==> src/rtl/wb_stream_pkg.sv <==
// Shared constants and FSM state type for the Wishbone stream reader.
package wb_stream_pkg;

    localparam logic [2:0] CTI_CLASSIC = 3'b000;
    localparam logic [2:0] CTI_INC     = 3'b010;
    localparam logic [2:0] CTI_EOB     = 3'b111;
    localparam logic [1:0] BTE_LINEAR  = 2'b00;

    typedef enum logic [1:0] {
        ST_IDLE,
        ST_WAIT,
        ST_BURST
    } state_t;

endpackage

==> src/rtl/wb_stream_reader_fifo.sv <==
// First-word fall-through FIFO with level; also exposes the word after the head
// so registered burst data can advance on the same edge as a pop.
module wb_stream_reader_fifo #(
    parameter int DW = 32,
    parameter int AW = 5
) (
    input  logic          clk,
    input  logic          rst_n,
    input  logic          push,
    input  logic [DW-1:0] din,
    input  logic          pop,
    output logic [DW-1:0] dout,
    output logic [DW-1:0] dout_next,
    output logic [AW:0]   level,
    output logic          full
);

    localparam int DEPTH = 1 << AW;

    logic [DW-1:0] mem [DEPTH];
    logic [AW-1:0] wr_ptr;
    logic [AW-1:0] rd_ptr;
    logic [AW-1:0] rd_nxt;
    logic          do_push;
    logic          do_pop;

    assign full      = (level == (AW+1)'(DEPTH));
    assign do_push   = push && !full;
    assign do_pop    = pop && (level != '0);
    assign rd_nxt    = rd_ptr + 1'b1;
    assign dout      = mem[rd_ptr];
    assign dout_next = mem[rd_nxt];

    // Storage is not reset; pointers and level define validity.
    always_ff @(posedge clk) begin
        if (do_push)
            mem[wr_ptr] <= din;
    end

    always_ff @(posedge clk or negedge rst_n) begin
        if (!rst_n) begin
            wr_ptr <= '0;
            rd_ptr <= '0;
            level  <= '0;
        end else begin
            if (do_push)
                wr_ptr <= wr_ptr + 1'b1;
            if (do_pop)
                rd_ptr <= rd_nxt;
            unique case ({do_push, do_pop})
                2'b10:   level <= level + 1'b1;
                2'b01:   level <= level - 1'b1;
                default: level <= level;
            endcase
        end
    end

endmodule

==> src/rtl/wb_stream_reader.sv <==
// Stream-to-Wishbone burst writer into a circular buffer.
// Optional bus-error handling: define WB_STREAM_READER_ERR_EN.
module wb_stream_reader
    import wb_stream_pkg::*;
#(
    parameter int WB_AW   = 32,
    parameter int WB_DW   = 32,
    parameter int FIFO_AW = 5
) (
    input  logic               clk,
    input  logic               rst_n,
    input  logic [WB_DW-1:0]   stream_data_i,
    input  logic               stream_valid_i,
    output logic               stream_ready_o,
    output logic [WB_AW-1:0]   wbm_adr_o,
    output logic [WB_DW-1:0]   wbm_dat_o,
    output logic [WB_DW/8-1:0] wbm_sel_o,
    output logic               wbm_we_o,
    output logic               wbm_cyc_o,
    output logic               wbm_stb_o,
    output logic [2:0]         wbm_cti_o,
    output logic [1:0]         wbm_bte_o,
    input  logic               wbm_ack_i,
    input  logic               wbm_err_i,
    input  logic               wbm_rty_i,
    input  logic               enable_i,
    input  logic [WB_AW-1:0]   cfg_start_adr_i,
    input  logic [WB_AW-1:0]   cfg_buf_size_i,
    input  logic [WB_AW-1:0]   cfg_burst_size_i,
    output logic               irq_o
`ifdef WB_STREAM_READER_ERR_EN
    ,
    output logic               err_o
`endif
);

    logic [WB_DW-1:0] fifo_head;
    logic [WB_DW-1:0] fifo_next;
    logic [FIFO_AW:0] fifo_level;
    logic             fifo_full;
    logic             push;
    logic             pop;
    logic             rdy_q;
    logic             err_hit;
    logic             err_q;
    state_t           state;

    logic [WB_AW-1:0] start_q;
    logic [WB_AW-1:0] size_q;
    logic [WB_AW-1:0] burst_q;
    logic [WB_AW-1:0] left_q;
    logic [WB_AW-1:0] beats_q;
    logic [WB_AW-1:0] blen;
    logic [WB_AW-1:0] level_ext;
    logic [WB_AW-1:0] left_dec;
    logic             unused_ok;

    assign stream_ready_o = rdy_q && !fifo_full;
    assign push           = stream_valid_i && stream_ready_o;
    assign pop            = (state == ST_BURST) && wbm_ack_i && !err_hit;
    assign blen           = (burst_q < left_q) ? burst_q : left_q;
    assign level_ext      = WB_AW'(fifo_level);
    assign left_dec       = left_q - WB_AW'(1);
    assign unused_ok      = ^{wbm_rty_i, wbm_err_i, cfg_buf_size_i[1:0]};

`ifdef WB_STREAM_READER_ERR_EN
    assign err_hit = wbm_err_i;
    assign err_o   = err_q;
`else
    assign err_hit = 1'b0;
`endif

    wb_stream_reader_fifo #(
        .DW (WB_DW),
        .AW (FIFO_AW)
    ) u_fifo (
        .clk       (clk),
        .rst_n     (rst_n),
        .push      (push),
        .din       (stream_data_i),
        .pop       (pop),
        .dout      (fifo_head),
        .dout_next (fifo_next),
        .level     (fifo_level),
        .full      (fifo_full)
    );

    always_ff @(posedge clk or negedge rst_n) begin
        if (!rst_n) begin
            state     <= ST_IDLE;
            rdy_q     <= 1'b0;
            irq_o     <= 1'b0;
            err_q     <= 1'b0;
            start_q   <= '0;
            size_q    <= '0;
            burst_q   <= '0;
            left_q    <= '0;
            beats_q   <= '0;
            wbm_adr_o <= '0;
            wbm_dat_o <= '0;
            wbm_sel_o <= '0;
            wbm_we_o  <= 1'b0;
            wbm_cyc_o <= 1'b0;
            wbm_stb_o <= 1'b0;
            wbm_cti_o <= CTI_CLASSIC;
            wbm_bte_o <= BTE_LINEAR;
        end else begin
            rdy_q <= 1'b1;
            irq_o <= 1'b0;
            unique case (state)
                ST_IDLE: begin
                    if (enable_i && !err_q &&
                        cfg_buf_size_i >= WB_AW'(4) &&
                        cfg_burst_size_i != '0) begin
                        start_q   <= cfg_start_adr_i;
                        size_q    <= cfg_buf_size_i >> 2;
                        burst_q   <= cfg_burst_size_i;
                        wbm_adr_o <= cfg_start_adr_i;
                        left_q    <= cfg_buf_size_i >> 2;
                        state     <= ST_WAIT;
                    end
                end
                ST_WAIT: begin
                    if (!enable_i) begin
                        state <= ST_IDLE;
                    end else if (level_ext >= blen) begin
                        state     <= ST_BURST;
                        wbm_cyc_o <= 1'b1;
                        wbm_stb_o <= 1'b1;
                        wbm_we_o  <= 1'b1;
                        wbm_sel_o <= '1;
                        wbm_bte_o <= BTE_LINEAR;
                        wbm_dat_o <= fifo_head;
                        wbm_cti_o <= (blen == WB_AW'(1)) ? CTI_EOB : CTI_INC;
                        beats_q   <= blen;
                    end
                end
                ST_BURST: begin
                    if (err_hit) begin
                        wbm_cyc_o <= 1'b0;
                        wbm_stb_o <= 1'b0;
                        wbm_we_o  <= 1'b0;
                        wbm_sel_o <= '0;
                        wbm_cti_o <= CTI_CLASSIC;
                        err_q     <= 1'b1;
                        state     <= ST_IDLE;
                    end else if (wbm_ack_i) begin
                        beats_q   <= beats_q - WB_AW'(1);
                        wbm_dat_o <= fifo_next;
                        wbm_cti_o <= (beats_q == WB_AW'(2)) ? CTI_EOB : CTI_INC;
                        // Buffer end: wrap to the base and flag it.
                        if (left_dec == '0) begin
                            wbm_adr_o <= start_q;
                            left_q    <= size_q;
                            irq_o     <= 1'b1;
                        end else begin
                            wbm_adr_o <= wbm_adr_o + WB_AW'(4);
                            left_q    <= left_dec;
                        end
                        if (beats_q == WB_AW'(1)) begin
                            wbm_cyc_o <= 1'b0;
                            wbm_stb_o <= 1'b0;
                            wbm_we_o  <= 1'b0;
                            wbm_sel_o <= '0;
                            wbm_cti_o <= CTI_CLASSIC;
                            state     <= enable_i ? ST_WAIT : ST_IDLE;
                        end
                    end
                end
                default: state <= ST_IDLE;
            endcase
        end
    end

endmodule

==> config.mk <==
export PLATFORM = sky130hd
export DESIGN_NAME = wb_stream_reader
export DESIGN_NICKNAME = d
export VERILOG_FILES = /design/src/rtl/wb_stream_pkg.sv /design/src/rtl/wb_stream_reader_fifo.sv /design/src/rtl/wb_stream_reader.sv
export SDC_FILE = /design/constraint.sdc
export NUM_CORES = 2
export LEC_CHECK = 0
export ABC_AREA = 1
export CAP_MARGIN = 20
export CORE_AREA = 3 3 489 443
export CTS_CLUSTER_SIZE = 8
export DETAILED_ROUTE_END_ITERATION = 10
export DIE_AREA = 0 0 492 446
export GPL_TIMING_DRIVEN = 0
export MAX_ROUTING_LAYER = met4
export PLACE_DENSITY_LB_ADDON = 0.15
export REMOVE_ABC_BUFFERS = 1
export SLEW_MARGIN = 20
export SYNTH_ARGS = -nofsm -noshare
export SYNTH_HDL_FRONTEND = slang
export SYNTH_SLANG_ARGS = --single-unit
==> constraint.sdc <==
create_clock -name clk -period 4.6 [get_ports clk]
set_clock_uncertainty 0.1 [all_clocks]
set_input_delay 1.38 -clock clk [delete_from_list [all_inputs] [get_ports clk]]
set_output_delay 1.38 -clock clk [all_outputs]
set_load 0.01 [all_outputs]
==> metrics.txt <==
result of the run=completed; master cell of the clock root buffer=clkbuf_16; critical register-to-register path endpoint=wbm_dat_o[0]; commonest cells after routing, fill and taps aside=nor2_1, o21ai_0, edfxtp_1, o22ai_1, nand2_1; RSZ-0062 raised after global routing=false; Tmin final=4.58 ns; Pleak=26.3 nW; area of the core=between 200000 and 250000 um2; total setup violations reported at the end of the flow=0; HP Class=input pin to asynchronous set/reset pin; wire length of the first global-routing pass=~350 mm; routed wire length=~240 mm; die extent in y=between 400 and 500 um; number of port buffers=206; DR vias=between 50000 and 60000; die outline area=approximately 220000 um2; crit path cell chain=buf_16 > inv_6 > buf_16 > xor2_4 > buf_16 > inv_6 > buf_16 > o21ai_0 > o221ai_1 > a31oi_1 > o21ai_1; layout net count=between 7000 and 8000; Worst Path Class, Setup=flop to flop; critical path's slowest cell=dfrtp_4; count of buffer and inverter cells on the critical path=6; depth of the worst register-to-register path=11; largest net degree at the start of global routing=161; GRT met2 Usage=33.7%; number of remaining DRC errors=0; crit path capture type=flop; vias in the first global route=roughly 52000; flip-flop and latch count after synthesis=1269; netlist area before placement=between 60000 and 70000 um2; overall power of the completed layout=between 30 and 40 mW; H-tree depth=4; Clock Latency Late Sink=slightly above 0.8 ns; Crit path largest cell delay=just under 0.7 ns; setup slack on the worst flop-to-flop path=~0.020 ns; first-pass detailed-route iteration total=6; crit path max fanout=between 40 and 50; number of I/O pins=roughly 210; Synth async-reset ratio=between 10% and 20%; CP dominant cell by count=buf_16; routability-driven placement congestion ratio=between 0.7 and 0.8; die outline width=between 400 and 500 um; M3 GR Usage=about 3.8%; Inserted Clock Buffers=179; number of clock sinks=1269; register area share after synthesis=58.1%; Largest delay share family, worst path=buffers and inverters; most common cell after layout, fill and taps aside=nor2_1; Post-synth EDFFs=1024; Post-Route Setup TNS=0 ns; worst-margin pin slew=about 1.1 ns; most common flop cell mapped by yosys=edfxtp_1; Max Buffers Root-to-Sink=3; max-capacitance violation count=0; synth unique cells=49; FF-to-FF Start=u_fifo.rd_ptr[3]; row count=160; total count of hold-check failures in the final report=0; Required @ worst endpoint=just over 5 ns; critical path arrival=5.16 ns; power density over the cells=between 400 and 500 nW/um2; Global Route Usage Sum=between 20% and 30%; routed len/inst=24.8 um; highest-utilization routing layer at the global route stage=met2; Max Transition Viols Final=0; number of inserted filler cells in the final layout=~21000; number of nets with antenna violations after detailed routing=0; worst-case vdd ir drop=approximately 0.30 mV; warnings from Yosys=0; worst slew margin relative to its limit=~28%; DP HPWL=146 mm; clock tree from TritonCTS=built; remaining global-route overflow=0; Tcrit/Tclk final=roughly 100%; GRT met1 Usage=between 20 and 30%; layout overhead on the synthesized area=21.9%; kind of launch point of the worst setup path=flop; initial cell density of the core=a little under a third; clock-pin slew of the registers on the worst-case setup and hold paths=0.05 ns; Iteration-0 DRC Markers=between 5000 and 6000; highest achievable clock rate=218 MHz; Post-Synthesis Cells=about 6800; ratio of cells with drive above 1 in the final layout=7.49%; post-synthesis average cell area=between 9 and 10 um2; antenna violations before repair=18; vias per cell=~5.6
==> layout make-up <==
type / instances / area (um2) / share of cell area (%)
flip-flops and latches: 1269 / 36900 / 47.7
multi-input cells: 4792 / 24000 / 31.0
repair buffers: 403 / 6640 / 8.58
clock buffers: 280 / 4920 / 6.36
well taps: 2835 / 3550 / 4.59
inverters: 245 / 987 / 1.28
clock inverters: 17 / 330 / 0.427
diodes: 6 / 15.0 / 0.0194
==> state kept, by name (all words and copies together), names as in the netlist, 5 cells and up <==
name           count
u_fifo.level       6
beats_q           32
wbm_dat_o         32
size_q            30
u_fifo.rd_ptr      5
left_q            32
u_fifo.mem      1024
burst_q           32
u_fifo.wr_ptr      5
wbm_adr_o         32
start_q           32
==> metal layers <==
metal	part of all wire (%)	up-vias	routed length, um
met3	7.7	581	18800
li1	-	24700	-
met2	45	2475	110000
met1	43	27000	106000
met5	0	-	0
met4	3.9	0	9610
==> kinds of logic (layout without fill, tap and decap cells) <==
kind of cell | count (synthesis) | after routing | share of synthesized area (%)
buf+inv | 784 | 945 | 4.80
xor+xnor | 64 | 64 | 0.895
mux | 21 | 21 | 0.373
flops | 1269 | 1269 | 58.1
fa+ha+maj | 53 | 53 | 1.06
compound gates | 2394 | 2395 | 20.7
other cells | 2 | 9 | 0.0118
simple gates | 2251 | 2256 | 14.1
==> worst max-delay path by stage <==
stage	start	end	slack [ns]	cells past startpoint
final	u_fifo.rd_ptr[3]	wbm_dat_o[0]	0.02	11
after floorplan	u_fifo.rd_ptr[0]	wbm_dat_o[12]	-42.07	9
after global routing	left_q[0]	wbm_adr_o[1]	0.004	16
after detailed placement	left_q[27]	wbm_dat_o[16]	-1.52	23
after CTS	left_q[7]	wbm_dat_o[16]	0.09	27
after global placement	u_fifo.rd_ptr[0]	wbm_dat_o[5]	-90.51	9
==> where the power goes <==
| group | switching [mW] | internal, mW |
|---|---|---|
| combinational | 4.17 | 2.55 |
| sequential | 1.06 | 13.7 |
| clock | 5.20 | 7.35 |
| total | 10.4 | 23.6 |
==> worst register-to-register path, delay by kind of cell, from the launching register on <==
family,cells,cell delay [ns]
AO/OA/AOI/OAI,4,1.14
XOR/XNOR,1,0.70
buffers and inverters,6,1.84
flip-flops,1,0.69
==> repair_timing <==
action | CTS | global route
gates resized for setup | 14 | 5
setup endpoints to repair | 131 | 76
hold buffers | 0 | 0
buffers inserted | 6 | 3
pin swaps | 5 | 4
cloned | 7 | 3
==> Yosys cell counts (all sizes together) (41+ instances only) <==
cell type / n / area [um2]
ha: 52 / 651
a21oi: 197 / 986
inv: 241 / 905
nand2: 449 / 1700
o21ai: 1501 / 7510
o22ai: 547 / 3420
xor2: 53 / 472
nand4: 41 / 257
nand3: 102 / 528
nor2: 1594 / 6030
clkbuf: 484 / 1820
dfrtp: 245 / 6130
buf: 55 / 307
o221ai: 97 / 850
edfxtp: 1024 / 30700
==> stage by stage <==
stage / cells / instance area, um2 / hold slack, ns / util (%) / setup slack, ns
2_1_floorplan: 6300 / 61300 / 0.353 / - / -42.07
3_3_place_gp: 9341 / 66900 / 0.368 / 31.7 / -90.51
3_5_place_dp: 9524 / 71800 / 0.366 / 34.0 / -1.52
4_1_cts: 9834 / 77300 / 0.287 / 36.5 / 0.0877
5_1_grt: 9847 / 77300 / 0.304 / 36.6 / 0.00448
6_report: 9847 / 77300 / 0.332 / 36.6 / 0.0199
Note: power is estimated with default switching activity, not from simulation.
